**src/rtl/reg_bank_pkg.sv**
```systemverilog
// Shared types and helpers for the round-robin register-bank arbiter:
// FSM state encoding, default geometry and the winner-selection function.
package reg_bank_pkg;

  localparam int DEFAULT_NREQ  = 2;
  localparam int DEFAULT_WIDTH = 4;
  localparam int DEFAULT_DEPTH = 4;
  localparam int MAX_NREQ      = 8;

  typedef enum logic [1:0] {
    IDLE  = 2'd0,
    GRANT = 2'd1,
    ACK   = 2'd2
  } state_e;

  // First set request bit found scanning ptr, ptr+1, ... modulo nreq.
  function automatic logic [2:0] rr_winner(input logic [MAX_NREQ-1:0] req,
                                           input logic [2:0]          ptr,
                                           input int                  nreq);
    logic [2:0] win;
    logic       found;
    int         idx;
    win   = '0;
    found = 1'b0;
    for (int k = 0; k < MAX_NREQ; k++) begin
      idx = (int'(ptr) + k) % nreq;
      if (k < nreq && !found && req[3'(idx)]) begin
        win   = 3'(idx);
        found = 1'b1;
      end
    end
    return win;
  endfunction

endpackage

```
**src/rtl/reg_bank_arbiter_if.sv**
```systemverilog
// Requester/reader bus of the register-bank arbiter: packed per-requester
// write channels, one-hot grant/ack, and a combinational read port.
interface reg_bank_arbiter_if #(
  parameter int NREQ  = reg_bank_pkg::DEFAULT_NREQ,
  parameter int WIDTH = reg_bank_pkg::DEFAULT_WIDTH,
  parameter int DEPTH = reg_bank_pkg::DEFAULT_DEPTH
);
  localparam int AW = (DEPTH > 1) ? $clog2(DEPTH) : 1;

  logic [NREQ-1:0]       req;
  logic [NREQ*AW-1:0]    wr_addr;
  logic [NREQ*WIDTH-1:0] wr_data;
  logic [NREQ-1:0]       gnt;
  logic [NREQ-1:0]       ack;
  logic                  busy;
  logic [AW-1:0]         rd_addr;
  logic [WIDTH-1:0]      rd_data;

  modport master (
    output req, wr_addr, wr_data, rd_addr,
    input  gnt, ack, busy, rd_data
  );

  modport slave (
    input  req, wr_addr, wr_data, rd_addr,
    output gnt, ack, busy, rd_data
  );

endinterface

```
**src/rtl/reg_bank.sv**
```systemverilog
// DEPTH x WIDTH register storage: one write port, one combinational read
// port, asynchronous clear to zero. Out-of-range addresses write nothing, read 0.
module reg_bank #(
  parameter int WIDTH = reg_bank_pkg::DEFAULT_WIDTH,
  parameter int DEPTH = reg_bank_pkg::DEFAULT_DEPTH,
  parameter int AW    = (DEPTH > 1) ? $clog2(DEPTH) : 1
) (
  input  logic             clk,
  input  logic             clr,
  input  logic             we,
  input  logic [AW-1:0]    waddr,
  input  logic [WIDTH-1:0] wdata,
  input  logic [AW-1:0]    raddr,
  output logic [WIDTH-1:0] rdata
);

  logic [DEPTH*WIDTH-1:0] flat;

  for (genvar gi = 0; gi < DEPTH; gi++) begin : g_reg
    logic [WIDTH-1:0] reg_q;
    logic [WIDTH-1:0] reg_d;

    always_comb begin
      reg_d = reg_q;
      if (we && waddr == AW'(gi)) begin
        reg_d = wdata;
      end
    end

    always_ff @(posedge clk or posedge clr) begin
      if (clr) begin
        reg_q <= '0;
      end else begin
        reg_q <= reg_d;
      end
    end

    assign flat[gi*WIDTH +: WIDTH] = reg_q;
  end

  // Address match per entry, so addresses beyond DEPTH fall through to zero.
  always_comb begin
    rdata = '0;
    for (int i = 0; i < DEPTH; i++) begin
      if (raddr == AW'(i)) begin
        rdata = flat[i*WIDTH +: WIDTH];
      end
    end
  end

endmodule

```
**src/rtl/reg_bank_arbiter.sv**
```systemverilog
// Round-robin arbiter serialising requester writes into a shared register
// bank through an IDLE -> GRANT -> ACK handshake, one write per transaction.
module reg_bank_arbiter
  import reg_bank_pkg::*;
#(
  parameter int NREQ  = DEFAULT_NREQ,
  parameter int WIDTH = DEFAULT_WIDTH,
  parameter int DEPTH = DEFAULT_DEPTH
) (
  input  logic            clk,
  input  logic            clr,
  reg_bank_arbiter_if.slave bus
);

  localparam int AW = (DEPTH > 1) ? $clog2(DEPTH) : 1;
  localparam int PW = $clog2(NREQ);

  state_e           state_q, state_d;
  logic [PW-1:0]    ptr_q, ptr_d;
  logic [PW-1:0]    win_q, win_d;
  logic [AW-1:0]    addr_q, addr_d;
  logic [WIDTH-1:0] data_q, data_d;
  logic [NREQ-1:0]  gnt_q, gnt_d;
  logic [NREQ-1:0]  ack_q, ack_d;
  logic [PW-1:0]    pick;

  assign pick = PW'(rr_winner(MAX_NREQ'(bus.req), 3'(ptr_q), NREQ));

  always_comb begin
    state_d = state_q;
    ptr_d   = ptr_q;
    win_d   = win_q;
    addr_d  = addr_q;
    data_d  = data_q;
    gnt_d   = '0;
    ack_d   = '0;
    case (state_q)
      IDLE: begin
        // Capture the winner's channel so it may change once gnt is seen.
        if (|bus.req) begin
          win_d   = pick;
          addr_d  = bus.wr_addr[int'(pick)*AW +: AW];
          data_d  = bus.wr_data[int'(pick)*WIDTH +: WIDTH];
          gnt_d   = NREQ'(1) << pick;
          state_d = GRANT;
        end
      end
      GRANT: begin
        ack_d   = NREQ'(1) << win_q;
        state_d = ACK;
      end
      ACK: begin
        ptr_d   = (int'(win_q) == NREQ - 1) ? '0 : win_q + PW'(1);
        state_d = IDLE;
      end
      default: state_d = IDLE;
    endcase
  end

  always_ff @(posedge clk or posedge clr) begin
    if (clr) begin
      state_q <= IDLE;
      ptr_q   <= '0;
      win_q   <= '0;
      addr_q  <= '0;
      data_q  <= '0;
      gnt_q   <= '0;
      ack_q   <= '0;
    end else begin
      state_q <= state_d;
      ptr_q   <= ptr_d;
      win_q   <= win_d;
      addr_q  <= addr_d;
      data_q  <= data_d;
      gnt_q   <= gnt_d;
      ack_q   <= ack_d;
    end
  end

  assign bus.gnt  = gnt_q;
  assign bus.ack  = ack_q;
  assign bus.busy = (state_q != IDLE);

  // The bank commits on the edge leaving GRANT, so a read of the same
  // address shows the old value in GRANT and the new one from ACK onward.
  reg_bank #(
    .WIDTH (WIDTH),
    .DEPTH (DEPTH),
    .AW    (AW)
  ) u_bank (
    .clk   (clk),
    .clr   (clr),
    .we    (state_q == GRANT),
    .waddr (addr_q),
    .wdata (data_q),
    .raddr (bus.rd_addr),
    .rdata (bus.rd_data)
  );

endmodule

```
**src/flat_wrapper.sv**
```systemverilog
// flat-port wrapper written by rule: the top's interface ports become plain ports
module reg_bank_arbiter_flat import reg_bank_pkg::*;
#(
  parameter int NREQ  = DEFAULT_NREQ,
  parameter int WIDTH = DEFAULT_WIDTH,
  parameter int DEPTH = DEFAULT_DEPTH
)
  (clk, clr, bus_req, bus_wr_addr, bus_wr_data, bus_rd_addr, bus_gnt, bus_ack, bus_busy, bus_rd_data);
  reg_bank_arbiter_if #(.NREQ(NREQ), .WIDTH(WIDTH), .DEPTH(DEPTH)) bus_i ();
  input  logic clk;
  input  logic clr;
  input wire logic [$bits(bus_i.req)-1:0] bus_req;
  input wire logic [$bits(bus_i.wr_addr)-1:0] bus_wr_addr;
  input wire logic [$bits(bus_i.wr_data)-1:0] bus_wr_data;
  input wire logic [$bits(bus_i.rd_addr)-1:0] bus_rd_addr;
  output wire logic [$bits(bus_i.gnt)-1:0] bus_gnt;
  output wire logic [$bits(bus_i.ack)-1:0] bus_ack;
  output wire logic [$bits(bus_i.busy)-1:0] bus_busy;
  output wire logic [$bits(bus_i.rd_data)-1:0] bus_rd_data;
  assign bus_i.req = bus_req;
  assign bus_i.wr_addr = bus_wr_addr;
  assign bus_i.wr_data = bus_wr_data;
  assign bus_i.rd_addr = bus_rd_addr;
  assign bus_gnt = bus_i.gnt;
  assign bus_ack = bus_i.ack;
  assign bus_busy = bus_i.busy;
  assign bus_rd_data = bus_i.rd_data;
  reg_bank_arbiter #(.NREQ(NREQ), .WIDTH(WIDTH), .DEPTH(DEPTH)) u_core (.clk(clk), .clr(clr), .bus(bus_i));
endmodule
```
**config.mk**
```make
export PLATFORM = sky130hd
export DESIGN_NAME = reg_bank_arbiter_flat
export DESIGN_NICKNAME = d
export VERILOG_FILES = /design/src/rtl/reg_bank_pkg.sv /design/src/rtl/reg_bank_arbiter_if.sv /design/src/rtl/reg_bank.sv /design/src/rtl/reg_bank_arbiter.sv /design/src/flat_wrapper.sv
export SDC_FILE = /design/constraint.sdc
export NUM_CORES = 1
export LEC_CHECK = 0
export CAP_MARGIN = 20
export CORE_MARGIN = 1
export CORE_UTILIZATION = 45
export CTS_CLUSTER_DIAMETER = 100
export DETAILED_ROUTE_END_ITERATION = 8
export GPL_ROUTABILITY_DRIVEN = 0
export HOLD_SLACK_MARGIN = 0.1
export PLACE_DENSITY_LB_ADDON = 0.12
export SYNTH_ARGS = -nofsm -noshare
export SYNTH_HDL_FRONTEND = slang
export SYNTH_HIERARCHICAL = 1
export SYNTH_SLANG_ARGS = --single-unit
```
**constraint.sdc**
```tcl
create_clock -name clk -period 1.4 [get_ports clk]
set_input_delay 0.28 -clock clk [delete_from_list [all_inputs] [get_ports clk]]
set_output_delay 0.28 -clock clk [all_outputs]
set_load 0.01 [all_outputs]
```
==> run summary <==
The logs give 30 for the number of sinks on the clock net and 1.12 ns for the data required time at the worst endpoint. Setup violations remaining at the end of the flow were counted as 4. Summing every instance area after synthesis gives 0.00134 mm2. The post-route clock period utilization came out at 115%. The area share of the largest cell type after synthesis is 56.2%. Detailed placement ended at an HPWL of 1.97 mm. The synthesized netlist devotes 8.71% of its cell area to compound gates. Tracing the worst setup path back leads to its startpoint at u_core/u_bank/g_reg[0].reg_q[1]. Setup repair after global routing could not meet its margin everywhere. Arrival time of data at the critical path endpoint: 1.33 ns. The largest total area in the synthesized netlist belongs to dfrtp_1.

The global-route wire length before repair is 4.28 mm. Static timing analysis puts the maximum clock frequency at 620 MHz. The number of port buffers works out to 26.

The floorplan step defined a core boundary enclosing 0.00278 mm2. Maximum fanout encountered on the critical timing path: 2. After detailed routing, the average wire length per cell comes to 14.9 um. The initial antenna violation count was 0. The run gives 0.33 ns as the worst-skew pair later-pin latency. Once the floorplan was initialized, standard cells occupied 48.0% of the core. Measured in cells, the most critical reg-to-reg path has a length of 5. Adding up every negative setup slack in the final design gives -0.804 ns. The repair_antennas step left the layout with diodes totalling 0. The run gives 0 as the final count of hold timing violations. TritonCTS built the clock tree. Before CTS, the worst setup slack after placement is -0.800 ns.

The via count of the first global-routing pass is 988. Summing the areas of all and, or, nand and nor instances in the mapped netlist gives 11.0% of the synthesized area. The number of nets in the synthesized netlist is 119. In this run the power density over the cells is 2030 mW/mm2. Summing the areas of all xor and xnor instances in the mapped netlist gives 0% of the synthesized area. From synthesis to final layout, the design area changed by 33.7%. The logs give 19 for the floorplan row count and 101 for the synthesized netlist cell count.

Global routing consumed, over all layers together, 18.5% of the routing resources. The logs give 164 for the number of nets in the final layout and 0 for the remaining antenna violation count. The kind of end point of the critical path was an output port.

The number of I/O pins came out at 27. Across the run, the number of max-cap violations was 0. The post-cts hold buffer count was 0; the adder-cell share of the synthesized area was 0%. The die is 56.5 um tall.

The worst setup path is launched from a flip-flop. After synthesis the netlist holds a flip-flop and latch count of 30. Leaving out filler cells and counting taps, the final layout contains 177. The tools report the slack of the critical path as -0.213 ns. The total clock buffers created by CTS was 5; the number of warnings printed during yosys synthesis was 6.

Type of the worst min-delay path: input port to async pin. The clock period minus final worst setup slack is 1.61 ns, and the clock slew at the register clock pins of the worst setup and hold paths is 0.09 ns. The number of iterations in the first detailed-routing pass was 4; the chip width was 56.5 um. After detailed placement, the design holds a cell count of 164.

Relative max-transition margin: 79.7%. The detailed router's first-iteration violation count came out at 10. The category of the most critical setup path was flip-flop to output port. The floorplan step defined a die boundary enclosing 0.00319 mm2. The dominant combinational cell family by area after synthesis is multiplexers. In the final layout, the share of cells above drive strength 1 is 37.7%.

The checks that failed: negative setup slack. The detailed-route vias per instance came out at 5.41. The layout has 244 filler cells.

The total number of vias is 958. No sink is reached through more buffers than the 2 on the longest clock path. Sequential elements use 56.2% of the synthesized area.

The root buffer cell chosen for the clock tree is clkbuf_4. For the static leakage power, the log shows 0.809 nW. At the pin with the least slew margin, the transition time is 0.304 ns. The reg-to-reg startpoint was u_core/state_q[0]. The clock skew was 0.00705 ns. Each instance of the synthesized netlist takes up on average 13.2 um2.

In the routed design, unresolved DRC markers number 0. The flow ran to the end, but the final reports show violations. For the final max-slew violation count, the log shows 0. Yosys attributes the largest share of cell area to dfrtp_1 56%, mux2_2 13%, mux4_2 5.1%.

The final wirelength came out at 2.64 mm. The H-tree was split into 2 levels. Yosys mapped the design onto 23 distinct sky130hd cell types. The worst-case IR drop observed on VDD is 0.00160 V. The share of synthesized area spent on multiplexers is 20.5%, and the aggregate global routing overflow is 0.

The run gives 17 as the maximum number of pins on one net before global-route repair.
## registers in the layout, summed over array words and instances, names as in the netlist
signal and cells:
u_core/state_q 2, u_core/win_q 1, u_core/bus.gnt 2, u_core/u_bank/g.reg_q 16
u_core/bus.ack 2, u_core/addr_q 2, u_core/ptr_q 1, u_core/data_q 4
## power by group
part	switching [mW]	internal (mW)
Clock	0.280	0.180
Sequential	0.326	1.29
Combinational	0.589	0.965
## worst paths after layout
path	end	slack (ns)
max	bus_rd_data[1]	-0.21
min reg2reg	u_core/bus.ack[0]	0.49
min	u_core/u_bank/g_reg[2].reg_q[2]	0.29
min in group clk	u_core/bus.ack[0]	0.49
max in group asynchronous	u_core/u_bank/g_reg[2].reg_q[1]	0.92
max reg2reg	u_core/u_bank/g_reg[1].reg_q[0]	0.02
## layer usage
| metal | global-route usage [%] | up-vias | share of wire, % |
|---|---|---|---|
| met4 | 8.36 | 0 | 1.9 |
| met2 | 32.6 | 29 | 51 |
| li1 | - | 454 | - |
| met5 | 0 | - | 0 |
| met1 | 19.2 | 469 | 41 |
| met3 | 7.14 | 6 | 6.3 |
## area by class of cell
cell class / count / area [um2] / area share (%)
repair buffers: 41 / 368 / 20.6
multi-input cells: 63 / 561 / 31.4
flip-flops and latches: 30 / 751 / 42.0
clock buffers: 5 / 37.5 / 2.10
well taps: 31 / 38.8 / 2.17
inverters: 5 / 21.3 / 1.19
clock inverters: 2 / 10.0 / 0.560
## cells in the mapped netlist
cell type and instances:
dfrtp_1 30, mux2_2 16, a21oi_1 7, nand3_1 7, o21ai_0 7, a31oi_1 6, inv_1 4, nor2b_1 4
mux4_2 3, buf_6 2, nand2b_1 2, nand3b_1 2, a21o_2 1, and2_1 1, and3_2 1, clkbuf_1 1
inv_4 1, mux4_1 1, nand2_1 1, nand2_4 1, nor2_2 1, nor3b_4 1, or2_1 1
## through the flow
stage                     power, mW  cell area [um2]  hold WS [ns]  util (%)
after detailed placement       3.07             1680         0.482      60.3
after global routing           3.88             1790         0.320      64.2
final                          3.63             1790         0.295      64.2
after global placement         2.99             1680         0.465      60.3
after CTS                      3.54             1740         0.271      62.4
after floorplan                2.43             1340         0.169         -
## cell usage in the layout (no fill, tap or decap), drive strengths merged
master,count
nand3b,2
nor2,1
dfrtp,30
clkinv,2
mux4,4
nor2b,4
and3,1
a21oi,7
nor3b,1
mux2,16
or2,1
o21ai,7
nand2b,2
a21o,1
buf,20
a31oi,6
dlygate4sd2,6
nand2,2
inv,5
nand3,7
clkbuf,5
and2,1
clkdlybuf4s50,15
## repair_timing
action / CTS / global route
setup endpoints to repair: 17 / 21
gates resized for setup: 30 / 10
cloned: 0 / 0
pin swaps: 1 / 1
setup buffers: 5 / 1
## kinds of logic (layout without fill, tap and decap cells)
group / count (synthesis) / count (layout)
DFF: 30 / 30
and+or+nand+nor: 22 / 22
AOI/OAI and AO/OA: 21 / 21
muxes: 20 / 20
buffers and inverters: 8 / 53
## critical path, cell delays in order (launching register included)
cell     delay [ns]
dfrtp_1        0.40
mux4_2         0.47
buf_6          0.14
Power figures use the tool's default switching activity.
